===== src/rtl/uart_term_rx.sv =====
// Terminal-side UART receiver (8 data bits, 1 stop bit) with a small receive FIFO and sticky error flags.
// Optional even-parity bit check is compiled in with macro UART_TERM_RX_PARITY_EN.
module uart_term_rx #(
  parameter int BAUD_DIV   = 234,
  parameter int FIFO_DEPTH = 4
) (
  input  logic       clk,
  input  logic       rst_n,
  input  logic       rxd,
  output logic [7:0] rx_data,
  output logic       rx_valid,
  input  logic       rx_ready,
  output logic       frame_err,
  output logic       overrun,
  output logic       par_err,
  input  logic       err_clr,
  output logic       busy,
  output logic [2:0] dbg_state
);
  localparam int          AW      = $clog2(FIFO_DEPTH);
  localparam logic [11:0] HALF_M1 = 12'(BAUD_DIV / 2 - 1);
  localparam logic [11:0] FULL_M1 = 12'(BAUD_DIV - 1);

`ifdef UART_TERM_RX_PARITY_EN
  typedef enum logic [2:0] {IDLE, START, DATA, STOP, PARITY} state_e;
`else
  typedef enum logic [2:0] {IDLE, START, DATA, STOP} state_e;
`endif

  state_e      state_q, state_d;
  logic [11:0] cnt_q, cnt_d;
  logic [2:0]  idx_q, idx_d;
  logic [7:0]  shreg_q, shreg_d;
  logic [1:0]  sync_q;
  logic        rxd_s;
  logic        push, frame_set, ovr_set;
  logic        frame_err_q, overrun_q;

  logic [AW:0] wptr_q, rptr_q;
  logic [7:0]  mem_q [FIFO_DEPTH];
  logic        empty, full, pop, wr;

  // Synchronizer presets to idle-high so reset release never looks like a start bit.
  always_ff @(posedge clk or negedge rst_n) begin
    if (!rst_n) sync_q <= 2'b11;
    else        sync_q <= {sync_q[0], rxd};
  end
  assign rxd_s = sync_q[1];

`ifdef UART_TERM_RX_PARITY_EN
  logic par_bad_q, par_bad_d, par_set, par_err_q;
`endif

  always_comb begin
    state_d   = state_q;
    cnt_d     = cnt_q;
    idx_d     = idx_q;
    shreg_d   = shreg_q;
    push      = 1'b0;
    frame_set = 1'b0;
`ifdef UART_TERM_RX_PARITY_EN
    par_bad_d = par_bad_q;
    par_set   = 1'b0;
`endif
    unique case (state_q)
      IDLE: begin
        if (!rxd_s) begin
          state_d = START;
          cnt_d   = HALF_M1;
`ifdef UART_TERM_RX_PARITY_EN
          par_bad_d = 1'b0;
`endif
        end
      end
      START: begin
        if (cnt_q == '0) begin
          if (rxd_s) begin
            state_d = IDLE;
          end else begin
            state_d = DATA;
            cnt_d   = FULL_M1;
            idx_d   = '0;
          end
        end else begin
          cnt_d = cnt_q - 12'd1;
        end
      end
      DATA: begin
        if (cnt_q == '0) begin
          shreg_d[idx_q] = rxd_s;
          cnt_d          = FULL_M1;
          if (idx_q == 3'd7) begin
`ifdef UART_TERM_RX_PARITY_EN
            state_d = PARITY;
`else
            state_d = STOP;
`endif
          end else begin
            idx_d = idx_q + 3'd1;
          end
        end else begin
          cnt_d = cnt_q - 12'd1;
        end
      end
`ifdef UART_TERM_RX_PARITY_EN
      PARITY: begin
        if (cnt_q == '0) begin
          // Even parity: data bits plus parity bit must hold an even count of ones.
          par_bad_d = ^{shreg_q, rxd_s};
          par_set   = ^{shreg_q, rxd_s};
          state_d   = STOP;
          cnt_d     = FULL_M1;
        end else begin
          cnt_d = cnt_q - 12'd1;
        end
      end
`endif
      STOP: begin
        if (cnt_q == '0) begin
          state_d = IDLE;
          if (rxd_s) begin
`ifdef UART_TERM_RX_PARITY_EN
            push = !par_bad_q;
`else
            push = 1'b1;
`endif
          end else begin
            frame_set = 1'b1;
          end
        end else begin
          cnt_d = cnt_q - 12'd1;
        end
      end
      default: state_d = IDLE;
    endcase
  end

  always_ff @(posedge clk or negedge rst_n) begin
    if (!rst_n) begin
      state_q <= IDLE;
      cnt_q   <= '0;
      idx_q   <= '0;
      shreg_q <= '0;
    end else begin
      state_q <= state_d;
      cnt_q   <= cnt_d;
      idx_q   <= idx_d;
      shreg_q <= shreg_d;
    end
  end

  // FIFO: extra pointer MSB distinguishes full from empty when the index bits match.
  assign empty   = (wptr_q == rptr_q);
  assign full    = (wptr_q[AW] != rptr_q[AW]) && (wptr_q[AW-1:0] == rptr_q[AW-1:0]);
  assign pop     = !empty && rx_ready;
  assign wr      = push && (!full || pop);
  assign ovr_set = push && full && !pop;

  always_ff @(posedge clk or negedge rst_n) begin
    if (!rst_n) begin
      wptr_q <= '0;
      rptr_q <= '0;
      for (int i = 0; i < FIFO_DEPTH; i++) mem_q[i] <= '0;
    end else begin
      if (wr) begin
        mem_q[wptr_q[AW-1:0]] <= shreg_q;
        wptr_q                <= wptr_q + {{AW{1'b0}}, 1'b1};
      end
      if (pop) rptr_q <= rptr_q + {{AW{1'b0}}, 1'b1};
    end
  end

  // Set events win over a same-cycle clear.
  always_ff @(posedge clk or negedge rst_n) begin
    if (!rst_n) begin
      frame_err_q <= 1'b0;
      overrun_q   <= 1'b0;
    end else begin
      frame_err_q <= frame_set | (frame_err_q & ~err_clr);
      overrun_q   <= ovr_set | (overrun_q & ~err_clr);
    end
  end

`ifdef UART_TERM_RX_PARITY_EN
  always_ff @(posedge clk or negedge rst_n) begin
    if (!rst_n) begin
      par_bad_q <= 1'b0;
      par_err_q <= 1'b0;
    end else begin
      par_bad_q <= par_bad_d;
      par_err_q <= par_set | (par_err_q & ~err_clr);
    end
  end
  assign par_err = par_err_q;
`else
  assign par_err = 1'b0;
`endif

  assign rx_data   = mem_q[rptr_q[AW-1:0]];
  assign rx_valid  = !empty;
  assign frame_err = frame_err_q;
  assign overrun   = overrun_q;
  assign busy      = (state_q != IDLE);
  assign dbg_state = state_q;
endmodule

===== config.mk =====
export PLATFORM = sky130hd
export DESIGN_NAME = uart_term_rx
export DESIGN_NICKNAME = d
export VERILOG_FILES = /design/src/rtl/uart_term_rx.sv
export SDC_FILE = /design/constraint.sdc
export NUM_CORES = 1
export LEC_CHECK = 0
export ABC_AREA = 1
export BUFFER_PORTS_ARGS = -buffer_cell sky130_fd_sc_hd__buf_2
export CAP_MARGIN = 20
export CORE_UTILIZATION = 35
export CTS_BUF_LIST = sky130_fd_sc_hd__clkbuf_4 sky130_fd_sc_hd__clkbuf_8
export DETAILED_ROUTE_END_ITERATION = 8
export SLEW_MARGIN = 20
export SYNTH_ARGS = -nofsm -noshare
export SYNTH_HDL_FRONTEND = slang
export SYNTH_SLANG_ARGS = --single-unit

===== constraint.sdc =====
create_clock -name clk -period 2 [get_ports clk]
set_input_delay 0.3 -clock clk [delete_from_list [all_inputs] [get_ports clk]]
set_output_delay 0.3 -clock clk [all_outputs]
set_load 0.03 [all_outputs]

After elaboration in Yosys (flattened, before gate mapping)
Index checks and enable logic that the tools add are counted.
{"block": "totals", "regBits": 68, "latch_bits": 0, "ramBits": 0, "rom_bits": 0, "word_cells": 98, "n_memories": 0}
{"block": "op_classes", "add_sub_neg": 4, "multipliers": 0, "div": 0, "n_lt_le_gt_ge": 5, "n_eq_ne": 16, "shifts": 0, "n_mux": 33, "bitwise": 7, "n_reduce_logical": 20}
{"cell": "$mux W12", "n": 5}
{"cell": "$pmux W12 S4", "n": 1}
{"cell": "$bwmux W32", "n": 1}
{"cell": "$mux W3", "n": 9}
{"cell": "$mux W8", "n": 3}
{"cell": "$bmux W8 S2", "n": 1}
{"cell": "$demux W8 S2", "n": 1}
{"cell": "$ne A2 B2 Y1 const B", "n": 8}
{"cell": "$logic_not A12 Y1", "n": 1}
{"cell": "$pmux W3 S4", "n": 1}
{"cell": "$sub A12 B1 Y12 const B", "n": 1}
{"cell": "$reduce_and A5 Y1", "n": 2}
{"cell": "$add A3 B1 Y3 const B", "n": 3}
{"cell": "$bwmux W8", "n": 1}
{"cell": "$logic_and A1 B1 Y1", "n": 7}
{"cell": "$mux W1", "n": 7}
{"cell": "$eq A3 B2 Y1 const B", "n": 2}
{"cell": "$ge A3 B3 Y1 const B", "n": 2}
{"cell": "$not A2 Y3", "n": 2}
{"cell": "$pmux W3 S2", "n": 1}
{"cell": "$lt A3 B4 Y1 const B", "n": 1}
{"cell": "$reduce_and A4 Y1", "n": 1}
{"cell": "$reduce_bool A4 Y1", "n": 1}
{"cell": "$demux W1 S3", "n": 1}
{"cell": "18 further kinds", "n": 22}

Logic depth before layout (Yosys ltp)
Gate-level depths: netlist of the first run.
{"block": "depth", "word_depth": 6, "mapped_depth": 11, "depth_no_buf": 10}

Least setup slack after synthesis of the first run
No wires, ideal clock.
{"block": "synth_timing", "path_kind": "reg2out", "start": "reg rptr_q[0]", "end": "out rx_data[6]", "arrival_time_ps": 1490, "setup_slack_ps": 210, "stages_incl_launch_ff": 6, "path_buffers": 2, "cell_sequence": "dfrtp_1 > buf_2 > inv_2 > clkbuf_1 > o21ai_0 > o22ai_1"}
{"block": "synth_between", "elab_chain_len": 4}
{"item": "from (decl)", "line": "39", "text": "logic [AW:0] wptr_q, rptr_q;"}
{"item": "from (signal assigned)", "line": "169", "text": "if (pop) rptr_q <= rptr_q + {{AW{1'b0}}, 1'b1};"}
{"item": "$not A2 Y3 (implied by the code)", "line": "199", "text": "assign rx_data = mem_q[rptr_q[AW-1:0]];"}
{"item": "$bmux W8 S2", "line": "199"}
{"item": "$mux W8 (implied by the code) (2 in a row)", "line": "199"}
{"item": "to (decl)", "line": "10", "text": "output logic [7:0] rx_data,"}
Every way passes these cells. The select of a mux whose other input is x is not followed.

Final worst setup path of the first run
{"block": "layout_timing", "start": "reg rptr_q[0]", "end": "out rx_data[2]"}
Same word-level chain as after synthesis.

==> results_dict.tcl, run 1 <==
set metrics [dict create \
    netlist_area_mm2 0.00374 \
    r2r_cells 8 \
    ys_ff_latch 67 \
    power_density_mw_per_mm2 865 \
    worst_r2r_startpoint "dbg_state[0]" \
    setup-tns-final_ns 0 \
    cp_max_fo 17 \
    core_area_mm2 0.0103 \
    die_y_um 105 \
    first_pass_iters 5 \
    status "finished, final reports clean" \
    grt_pass1_vias 3023 \
    finClkSkew_ns 0.0140 \
    syn-instance-count 481 \
    grt.overflow.total 0 \
    path_buf_inv 2 \
    fin_nets 527 \
    vias_per_cell 4.88 \
    synth_area_leader_cell "dfrtp_1" \
    path_clk_slew_ns 0.09 \
    ys_types 34 \
    synthArstFlopShare_pct 100 \
    grtUsageTotal_pct 16.8 \
    slowest_stage "dfrtp_1" \
    drc 0 \
    ir_drop_uv 427 \
    clk_latency_ns 0.36 \
    cts_buffers 9 \
    grt_pass1_wl_mm 14.8 \
    combPwrFrac_pct 28.1 \
    switching_share_pct 36.8 \
    cp.required_ns 1.70 \
    reg2reg_to "cnt_q[7]" \
    floorplan.die.width_um 105 \
    rsz0062_at_grt "false" \
    p_seq_share_pct 38.9 \
    synth_edf_count 0 \
    port_buffers 18 \
    dpl.hpwl_mm 6.00 \
    final_antenna_net_count 0 \
    max_freq_mhz 545 \
    min_from "rxd" \
    antenna_found_initial 0 \
    slew-limit-headroom_pct 64.5 \
    tightest_slew_ns 0.531 \
    area_growth_pct 13.4 \
    p_clk_share_pct 33.0 \
    total_power_mw 3.67 \
    worstPathArrival_ns 1.54 \
    synthTopCellsByArea "dfrtp_1 (43%), nand2_1 (16%), nand3_1 (7.0%)" \
    root_buffer "clkbuf_8" \
    whs_endpoint "sync_q[0]" \
    rows 37 \
    boundaryPins 21 \
    critPathMaxStageDelay_ns 0.41 \
    synth-main-ff-cell "dfrtp_1" \
    gp_congestion 0.852 \
    post-cts-setup-buffers 0 \
    end_kind "output port" \
    ys_warn_count 0 \
    crit_path_start "rptr_q[0]" \
    period_needed_ns 1.84 \
    hp-class "in -> reg" \
    holdPathStages 1 \
    clkSinkCount 67 \
    grt_start_max_net_pins 50 \
    p_sw_mw 1.35 \
    cts_tree "yes" \
    routed_wl_mm 8.67 \
    crit_chain "buf_4, o21ai_0, o22ai_1, buf_2" \
    regToRegSetupSlack_ns 0.18 \
    setup_ws_ns 0.165 \
    synth_top_cell_area_share_pct 43.5 \
    seq_area_frac_synth_pct 44.9 \
    finalHoldViolations 0 \
    clockBufferDepth 2 \
    drv_cap 0 \
    vias 3174 \
    critPathLaunchType "register" \
    post-synth-top-count-cell "nand2_1" \
    crit_family "buffers and inverters" \
    critPathKind "reg -> out" \
    internal-power_mw 2.32 \
    syn_avg_cell_area_um2 7.78 \
    drv_slew 0 \
    cts-htree-levels 3 \
    leakagePower_nw 2.20 \
    final_util_pct 41.1 \
    yosys-top-cells-count "nand2_1 (157), dfrtp_1 (65), nand3_1 (52)" \
    setup_viol 0 \
    initial_core_util_pct 36.3 \
    dp_slack_ns 0.118 \
    finalCritPeriodShare_pct 91.8 \
    drive_above_1_share_pct 15.0 \
    dr.first_iter.drc_count 143 \
    wl_per_cell_um 13.3 \
    die_area_mm2 0.0111 \
    n_antenna_cell 0 \
]
## layout by cell type (no fill, tap or decap), types with 4 or more instances in the layout
| master | instances |
|---|---|
| a21oi_1 | 5 |
| buf_2 | 17 |
| buf_4 | 9 |
| clkbuf_8 | 9 |
| dfrtp_1 | 65 |
| ha_1 | 13 |
| inv_1 | 38 |
| inv_2 | 6 |
| nand2_1 | 157 |
| nand2_2 | 4 |
| nand3_1 | 52 |
| nand3_4 | 4 |
| nor2_1 | 41 |
| nor2_2 | 4 |
| nor2_4 | 6 |
| o21ai_0 | 27 |
| o21ai_1 | 12 |
| o22ai_1 | 8 |
| xor2_1 | 4 |
## area by class of cell
class | count | area (um2)
fill | 1056 | 6080
multi-input combinational | 357 | 1820
sequential | 67 | 1680
timing repair buffer | 30 | 201
tap | 136 | 170
inverter | 44 | 165
clock buffer | 9 | 124
clock inverter | 7 | 82.6
## routing by layer
metal  part of all wire [%]  track usage [%]  up-vias
li1                       -                -     1603
met2                     47             27.7       66
met1                     48             22.2     1498
met3                    4.0             3.53        7
met4                    1.0             4.73        0
met5                      0                0        -
## cell families (layout without fill, tap and decap cells)
| family | after synthesis | after routing | synth area share (%) |
|---|---|---|---|
| flops | 67 | 67 | 44.9 |
| compound gates | 55 | 55 | 7.86 |
| simple gates | 279 | 280 | 34.3 |
| xor+xnor | 7 | 7 | 1.64 |
| other cells | 1 | 2 | 0.100 |
| buf+inv | 59 | 90 | 6.89 |
| fa+ha+maj | 13 | 13 | 4.35 |
## flip-flops by register name, summed over array words and instances (netlist names)
signal / cells
mem_q: 32
shreg_q: 8
idx_q: 3
frame_err: 1
dbg_state: 2
overrun: 1
cnt_q: 12
rptr_q: 3
wptr_q: 3
sync_q: 2
## power by group through the flow
stage / combinational [mW] / clock, mW / sequential, mW
2_1_floorplan: 0.723 / 0 / 1.43
3_3_place_gp: 1.01 / 0 / 1.45
3_5_place_dp: 1.02 / 0 / 1.46
4_1_cts: 1.02 / 1.23 / 1.43
5_1_grt: 1.14 / 1.31 / 1.44
6_report: 1.03 / 1.21 / 1.43
## per-stage QoR
stage / instances / instance area (um2) / hold slack [ns]
after CTS: 649 / 4230 / 0.0406
after global routing: 650 / 4250 / 0.0332
after global placement: 632 / 4010 / 0.277
after detailed placement: 632 / 4010 / 0.273
after floorplan: 482 / 3750 / 0.00441
final: 650 / 4250 / 0.0466
## worst max-delay path by stage
stage	to	slack [ns]	cells past startpoint
after detailed placement	mem_q[14]	0.12	8
after floorplan	rx_data[6]	0.21	5
after CTS	mem_q[21]	0.09	8
final	rx_data[2]	0.16	4
after global routing	cnt_q[7]	0.02	8
after global placement	mem_q[14]	0.12	7
## worst register-to-register path: stages (launching register included)
cell	delay (ns)
dfrtp_1	0.45
ha_1	0.35
inv_1	0.24
nand2_1	0.13
nand3_2	0.12
nand2_1	0.17
inv_2	0.09
nand3_1	0.11
nand2_1	0.06
## timing repair
item,4_1_cts,5_1_grt
endpoints found under the hold margin,16,0
setup endpoints to repair,0,35
hold buffers,1,0
gates resized for setup,0,4
Power figures use the tool's default switching activity.
==> run 2: changes to the inputs <==
--- a/config.mk
+++ b/config.mk
@@ -6,11 +6,13 @@
 export NUM_CORES = 1
 export LEC_CHECK = 0
 export ABC_AREA = 1
+export ABC_CLOCK_PERIOD_IN_PS = 2100
 export BUFFER_PORTS_ARGS = -buffer_cell sky130_fd_sc_hd__buf_2
 export CAP_MARGIN = 20
 export CORE_UTILIZATION = 35
 export CTS_BUF_LIST = sky130_fd_sc_hd__clkbuf_4 sky130_fd_sc_hd__clkbuf_8
 export DETAILED_ROUTE_END_ITERATION = 8
+export HOLD_SLACK_MARGIN = 0.05
 export SLEW_MARGIN = 20
 export SYNTH_ARGS = -nofsm -noshare
 export SYNTH_HDL_FRONTEND = slang
==> constraint.sdc (replaced) <==
create_clock -name clk -period 2.1 [get_ports clk]
set_input_delay 0.315 -clock clk [delete_from_list [all_inputs] [get_ports clk]]
set_output_delay 0.315 -clock clk [all_outputs]
set_load 0.03 [all_outputs]
==> run 2 against run 1 <==
Compared with the run above:
- sequential share of layout area is 0.21 points higher
- clock skew grew 0.0024 ns
- via count unchanged
- die area unchanged
- register-to-register slack barely moved
- count of clock-buffer cells in the layout is the same
- critical path depth grew 1
- first-iteration DRC count is 1.4% higher
- largest cell class unchanged
- core utilization is 0.22 points lower
- sequential power is 5% lower
- total power decreased by 5.2%
- final cell count fell by 0.31%
==> results_dict.tcl, run 2 (synthesis results as in run 1) <==
set metrics [dict create \
    drc 0 \
    floorplan.die.width_um 105 \
    cp.required_ns 1.78 \
    boundaryPins 21 \
    final_common_cell "nand2_1" \
    post-cts-setup-buffers 0 \
    fillers 1040 \
    p_seq_share_pct 39.1 \
    crit_family "buffers and inverters" \
    period_needed_ns 1.94 \
    antenna_found_initial 0 \
    top_regs "mem_q (32), cnt_q (12), shreg_q (8)" \
    drive_above_1_share_pct 14.3 \
    critPathMaxStageDelay_ns 0.43 \
    die_y_um 105 \
    n_antenna_cell 0 \
    drv_slew 0 \
    worstPathArrival_ns 1.62 \
    path_buf_inv 3 \
    grt_pass1_vias 2982 \
    ir_drop_uv 319 \
    cts-htree-levels 3 \
    largest_register_ffs 32 \
    grtUsageTotal_pct 16.9 \
    dr.first_iter.drc_count 145 \
    cts_buffers 9 \
    clockBufferDepth 2 \
    routed_wl_mm 8.69 \
    initial_core_util_pct 36.3 \
    setup_viol 0 \
    port_buffers 18 \
    grt.overflow.total 0 \
    status "finished, final reports clean" \
    total_power_mw 3.48 \
    grt_pass1_wl_mm 14.6 \
    max_freq_mhz 517 \
    root_buffer "clkbuf_8" \
    drv_cap 0 \
    clkSinkCount 67 \
    path_clk_slew_ns 0.08 \
    layout_common_cells "nand2_1 (157), dfrtp_1 (65), nand3_1 (52)" \
    core_area_mm2 0.0103 \
    setup-tns-final_ns 0 \
    area_growth_pct 12.8 \
    p_clk_share_pct 32.8 \
    end_kind "output port" \
    cts_tree "yes" \
    finalHoldViolations 0 \
    tightest_slew_ns 0.630 \
    switching_share_pct 36.8 \
    clk_latency_ns 0.35 \
    critPathKind "reg -> out" \
    combPwrFrac_pct 28.0 \
    rsz0062_at_grt "false" \
    vias_per_cell 4.90 \
    wl_per_cell_um 13.4 \
    first_pass_iters 4 \
    finClkSkew_ns 0.0164 \
    final_util_pct 40.9 \
    regToRegSetupSlack_ns 0.17 \
    slowest_stage "dfrtp_1" \
    power_density_mw_per_mm2 825 \
    critPathLaunchType "register" \
    finalCritPeriodShare_pct 92.2 \
    regMostFlops "mem_q" \
    gp_congestion 0.869 \
    fin_nets 525 \
    crit_chain "inv_2, buf_4, o21ai_0, o22ai_1, buf_2" \
    final_antenna_net_count 0 \
    internal-power_mw 2.20 \
    p_sw_mw 1.28 \
    hp-class "in -> reg" \
    rows 37 \
    grt_start_max_net_pins 36 \
    leakagePower_nw 2.19 \
    slew-limit-headroom_pct 58.0 \
    cp_max_fo 17 \
    vias 3174 \
    die_area_mm2 0.0111 \
    dpl.hpwl_mm 5.99 \
]
-- run 2: final cells by class --
| cell class | count | area, um2 | area share (%) |
|---|---|---|---|
| clock buffer | 9 | 124 | 2.93 |
| clock inverter | 7 | 81.3 | 1.93 |
| inverter | 44 | 165 | 3.91 |
| multi-input combinational | 357 | 1820 | 43.1 |
| sequential | 67 | 1680 | 39.8 |
| tap | 136 | 170 | 4.03 |
| timing repair buffer | 28 | 183 | 4.33 |
-- run 2: path summary, 6_finish.rpt --
check / depth (start not counted) / endpoint / startpoint
setup / recovery: 5 / rx_data[4] / rptr_q[0]
hold / removal: 4 / overrun / err_clr
setup reg to reg: 8 / mem_q[22] / cnt_q[0]
hold reg to reg: 0 / sync_q[1] / sync_q[0]
max in group asynchronous: 3 / mem_q[4] / rst_n
min in group asynchronous: 2 / rptr_q[2] / rst_n
-- run 2: power by group through the flow --
stage               registers, mW  logic (mW)  clock network, mW
floorplan                    1.36       0.689                  0
global placement             1.39       0.965                  0
detailed placement           1.39       0.973                  0
CTS                          1.36       0.975               1.19
global route                 1.37        1.07               1.25
finish                       1.36       0.976               1.14
-- run 2: per-layer routing --
layer / share of wire, % / track usage, % / vias up / wire length (um)
li1: - / - / 1601 / -
met1: 47 / 21.8 / 1508 / 4050
met2: 48 / 28.0 / 56 / 4160
met3: 4.1 / 4.08 / 9 / 352
met4: 1.5 / 4.93 / 0 / 131
met5: 0 / 0 / - / 0
-- run 2: worst register-to-register path, cell delays in order, from the launching register on --
cell,delay [ns]
dfrtp_1,0.41
inv_1,0.16
ha_1,0.20
nand2_2,0.08
nor2_4,0.14
nand4_2,0.20
nor2_4,0.44
nand3_1,0.14
nand2_1,0.10
-- run 2: repair_timing --
item	in CTS	in global routing
setup endpoints to repair	0	34
hold buffers	1	1
hold endpoints to repair	22	1
gates resized for setup	0	1
-- run 2: per-stage QoR --
| stage | hold WS [ns] | cells | instance area [um2] | setup slack, ns |
|---|---|---|---|---|
| 2_1_floorplan | 0.0194 | 482 | 3750 | 0.295 |
| 3_3_place_gp | 0.353 | 629 | 3990 | 0.137 |
| 3_5_place_dp | 0.351 | 629 | 3990 | 0.0883 |
| 4_1_cts | 0.0512 | 646 | 4200 | 0.0709 |
| 5_1_grt | 0.251 | 648 | 4220 | 0.00690 |
| 6_report | 0.234 | 648 | 4220 | 0.164 |
==> run 3: changes to the inputs <==
--- a/config.mk
+++ b/config.mk
@@ -13,6 +13,7 @@
 export CTS_BUF_LIST = sky130_fd_sc_hd__clkbuf_4 sky130_fd_sc_hd__clkbuf_8
 export DETAILED_ROUTE_END_ITERATION = 8
 export HOLD_SLACK_MARGIN = 0.05
+export RECOVER_POWER = 25
 export SLEW_MARGIN = 20
 export SYNTH_ARGS = -nofsm -noshare
 export SYNTH_HDL_FRONTEND = slang
==> run 3 against run 2 <==
Compared with the run above:
- register-to-register slack barely moved
- worst hold slack barely moved
- total power barely moved
- sequential share of layout area rose by 0.14 points
- critical path type is now reg -> reg
- non-clock buffer count did not move
- clock power barely moved
- fmax barely moved
- worst setup slack got worse by 0.0016 ns
- via count barely moved
- sequential power barely moved
- core utilization fell by 0.15 points
- first-iteration DRC count rose by 0.69%
==> results_dict.tcl, run 3 (synthesis results as in run 1) <==
set metrics [dict create \
    status "finished, final reports clean" \
    finalCritPeriodShare_pct 92.3 \
    setup-tns-final_ns 0 \
    layout_common_cells "nand2_1 (157), dfrtp_1 (65), nand3_1 (52)" \
    holdPathStages 4 \
    cts_tree "yes" \
    grt_start_max_net_pins 36 \
    drc 0 \
    die_area_mm2 0.0111 \
    cp.required_ns 2.39 \
    switching_share_pct 36.9 \
    grt.overflow.total 0 \
    port_buffers 18 \
    finClkSkew_ns 0.0167 \
    dpl.hpwl_mm 5.99 \
    setup_viol 0 \
    cp_max_fo 18 \
    reg2reg_to "mem_q[22]" \
    die_y_um 105 \
    largest_register_ffs 32 \
    clockBufferDepth 2 \
    multi_input_area_mm2 0.00182 \
    critPathKind "reg -> reg" \
    fin_nets 525 \
    period_needed_ns 1.94 \
    dr.first_iter.drc_count 146 \
    antenna_found_initial 0 \
    boundaryPins 21 \
    slew-limit-headroom_pct 47.8 \
    n_antenna_cell 0 \
    final_antenna_net_count 0 \
    met1_length_mm 4.08 \
    initial_core_util_pct 36.3 \
    met3_length_um 299 \
    floorplan.die.width_um 105 \
    rows 37 \
    dpl_cell_area_mm2 0.00399 \
    slowest_stage "nor2_4" \
    p_clk_share_pct 32.9 \
    regToRegSetupSlack_ns 0.16 \
    fillers 1042 \
    core_area_mm2 0.0103 \
    top_regs "mem_q (32), cnt_q (12), shreg_q (8)" \
    drv_cap 0 \
    whs_endpoint "overrun" \
    leakagePower_nw 2.18 \
    highest_layer "met4" \
    wl_met2_mm 4.18 \
    routed_wl_mm 8.69 \
    rsz0062_at_grt "false" \
    path_clk_slew_ns 0.09 \
    p_seq_share_pct 39.2 \
    whs_ns 0.234 \
    wl_per_cell_um 13.4 \
    grt_pass1_wl_mm 14.6 \
    cts-htree-levels 3 \
    hp-class "in -> reg" \
    critPathMaxStageDelay_ns 0.45 \
    clk_latency_ns 0.36 \
    gp_congestion 0.869 \
    power_density_mw_per_mm2 827 \
    end_kind "register" \
    cts_buffers 9 \
    internal-power_mw 2.20 \
    drv_slew 0 \
    final_common_cell "nand2_1" \
    max_freq_mhz 516 \
    finalHoldViolations 0 \
    cpMostUsedCell "nor2_4" \
    first_pass_iters 4 \
    drive_above_1_share_pct 14.3 \
    p_sw_mw 1.28 \
    grt_pass1_vias 2982 \
    final_area_mm2 0.00421 \
    crit_chain "inv_1, ha_1, nand2_2, nor2_4, nand4_2, nor2_4, nand3_1, nand2_1" \
    area_growth_pct 12.4 \
    tightest_slew_ns 0.783 \
    worst_r2r_startpoint "cnt_q[0]" \
    worstPathArrival_ns 2.23 \
    regMostFlops "mem_q" \
    clkSinkCount 67 \
    regArea_mm2 0.00168 \
    combPwrFrac_pct 27.9 \
    vias 3171 \
    ir_drop_uv 319 \
    critPathLaunchType "register" \
    r2r_cells 8 \
    root_buffer "clkbuf_8" \
    vias_per_cell 4.89 \
    grtUsageTotal_pct 16.9 \
    min_from "err_clr" \
]
## run 3: cell types whose count changed in the layout (fill, tap and decap cells not counted), sizes merged
cell and delta:
buf -2, clkbuf +2
## run 3: through the flow
step / setup WS [ns] / total power [mW] / utilization, % / instances
2_1_floorplan: 0.295 / 2.05 / - / 482
3_3_place_gp: 0.137 / 2.35 / 38.6 / 629
3_5_place_dp: 0.0883 / 2.36 / 38.6 / 629
4_1_cts: 0.0709 / 3.52 / 40.7 / 646
5_1_grt: 0.00690 / 3.69 / 40.8 / 648
6_report: 0.163 / 3.48 / 40.8 / 648
## run 3: layout make-up
type,instances,area share (%)
inverters,44,3.93
clock inverters,7,1.93
well taps,136,4.04
multi-input cells,357,43.3
repair buffers,28,3.98
clock buffers,9,2.94
flip-flops and latches,67,39.9
## run 3: metal layers
layer  track usage (%)  vias to the layer above
met3              4.08                        9
li1                  -                     1600
met4              4.93                        0
met2              28.0                       47
met1              21.8                     1515
met5                 0                        -
## run 3: power by group through the flow
stage | logic [mW] | registers [mW] | clock network, mW
finish | 0.972 | 1.36 | 1.15
global route | 1.06 | 1.37 | 1.25
CTS | 0.975 | 1.36 | 1.19
detailed placement | 0.973 | 1.39 | 0
global placement | 0.965 | 1.39 | 0
floorplan | 0.689 | 1.36 | 0
## run 3: worst max-delay path by stage
stage                     startpoint         end  slack, ns  cells after the start
final                       cnt_q[0]   mem_q[22]       0.16                      8
after global routing        cnt_q[0]   mem_q[18]      0.007                      8
after CTS                   cnt_q[0]   mem_q[22]       0.07                      8
after detailed placement    cnt_q[0]   mem_q[22]       0.09                      8
after global placement      cnt_q[0]    mem_q[6]       0.14                      8
after floorplan            rptr_q[0]  rx_data[6]       0.30                      5
## run 3: worst max-delay path: cells and delay by family (launching register included)
family,cells,cell delay (ns)
DFF,1,0.41
and+or+nand+nor,6,1.10
buffers and inverters,1,0.16
adders and majority gates,1,0.20
## run 3: repair_timing
action                                  4_1_cts  5_1_grt
endpoints found under the hold margin        22        1
hold buffers                                  1        1
endpoints found under the setup margin        0       34
setup buffers                                 0        0
resized for setup                             0        1
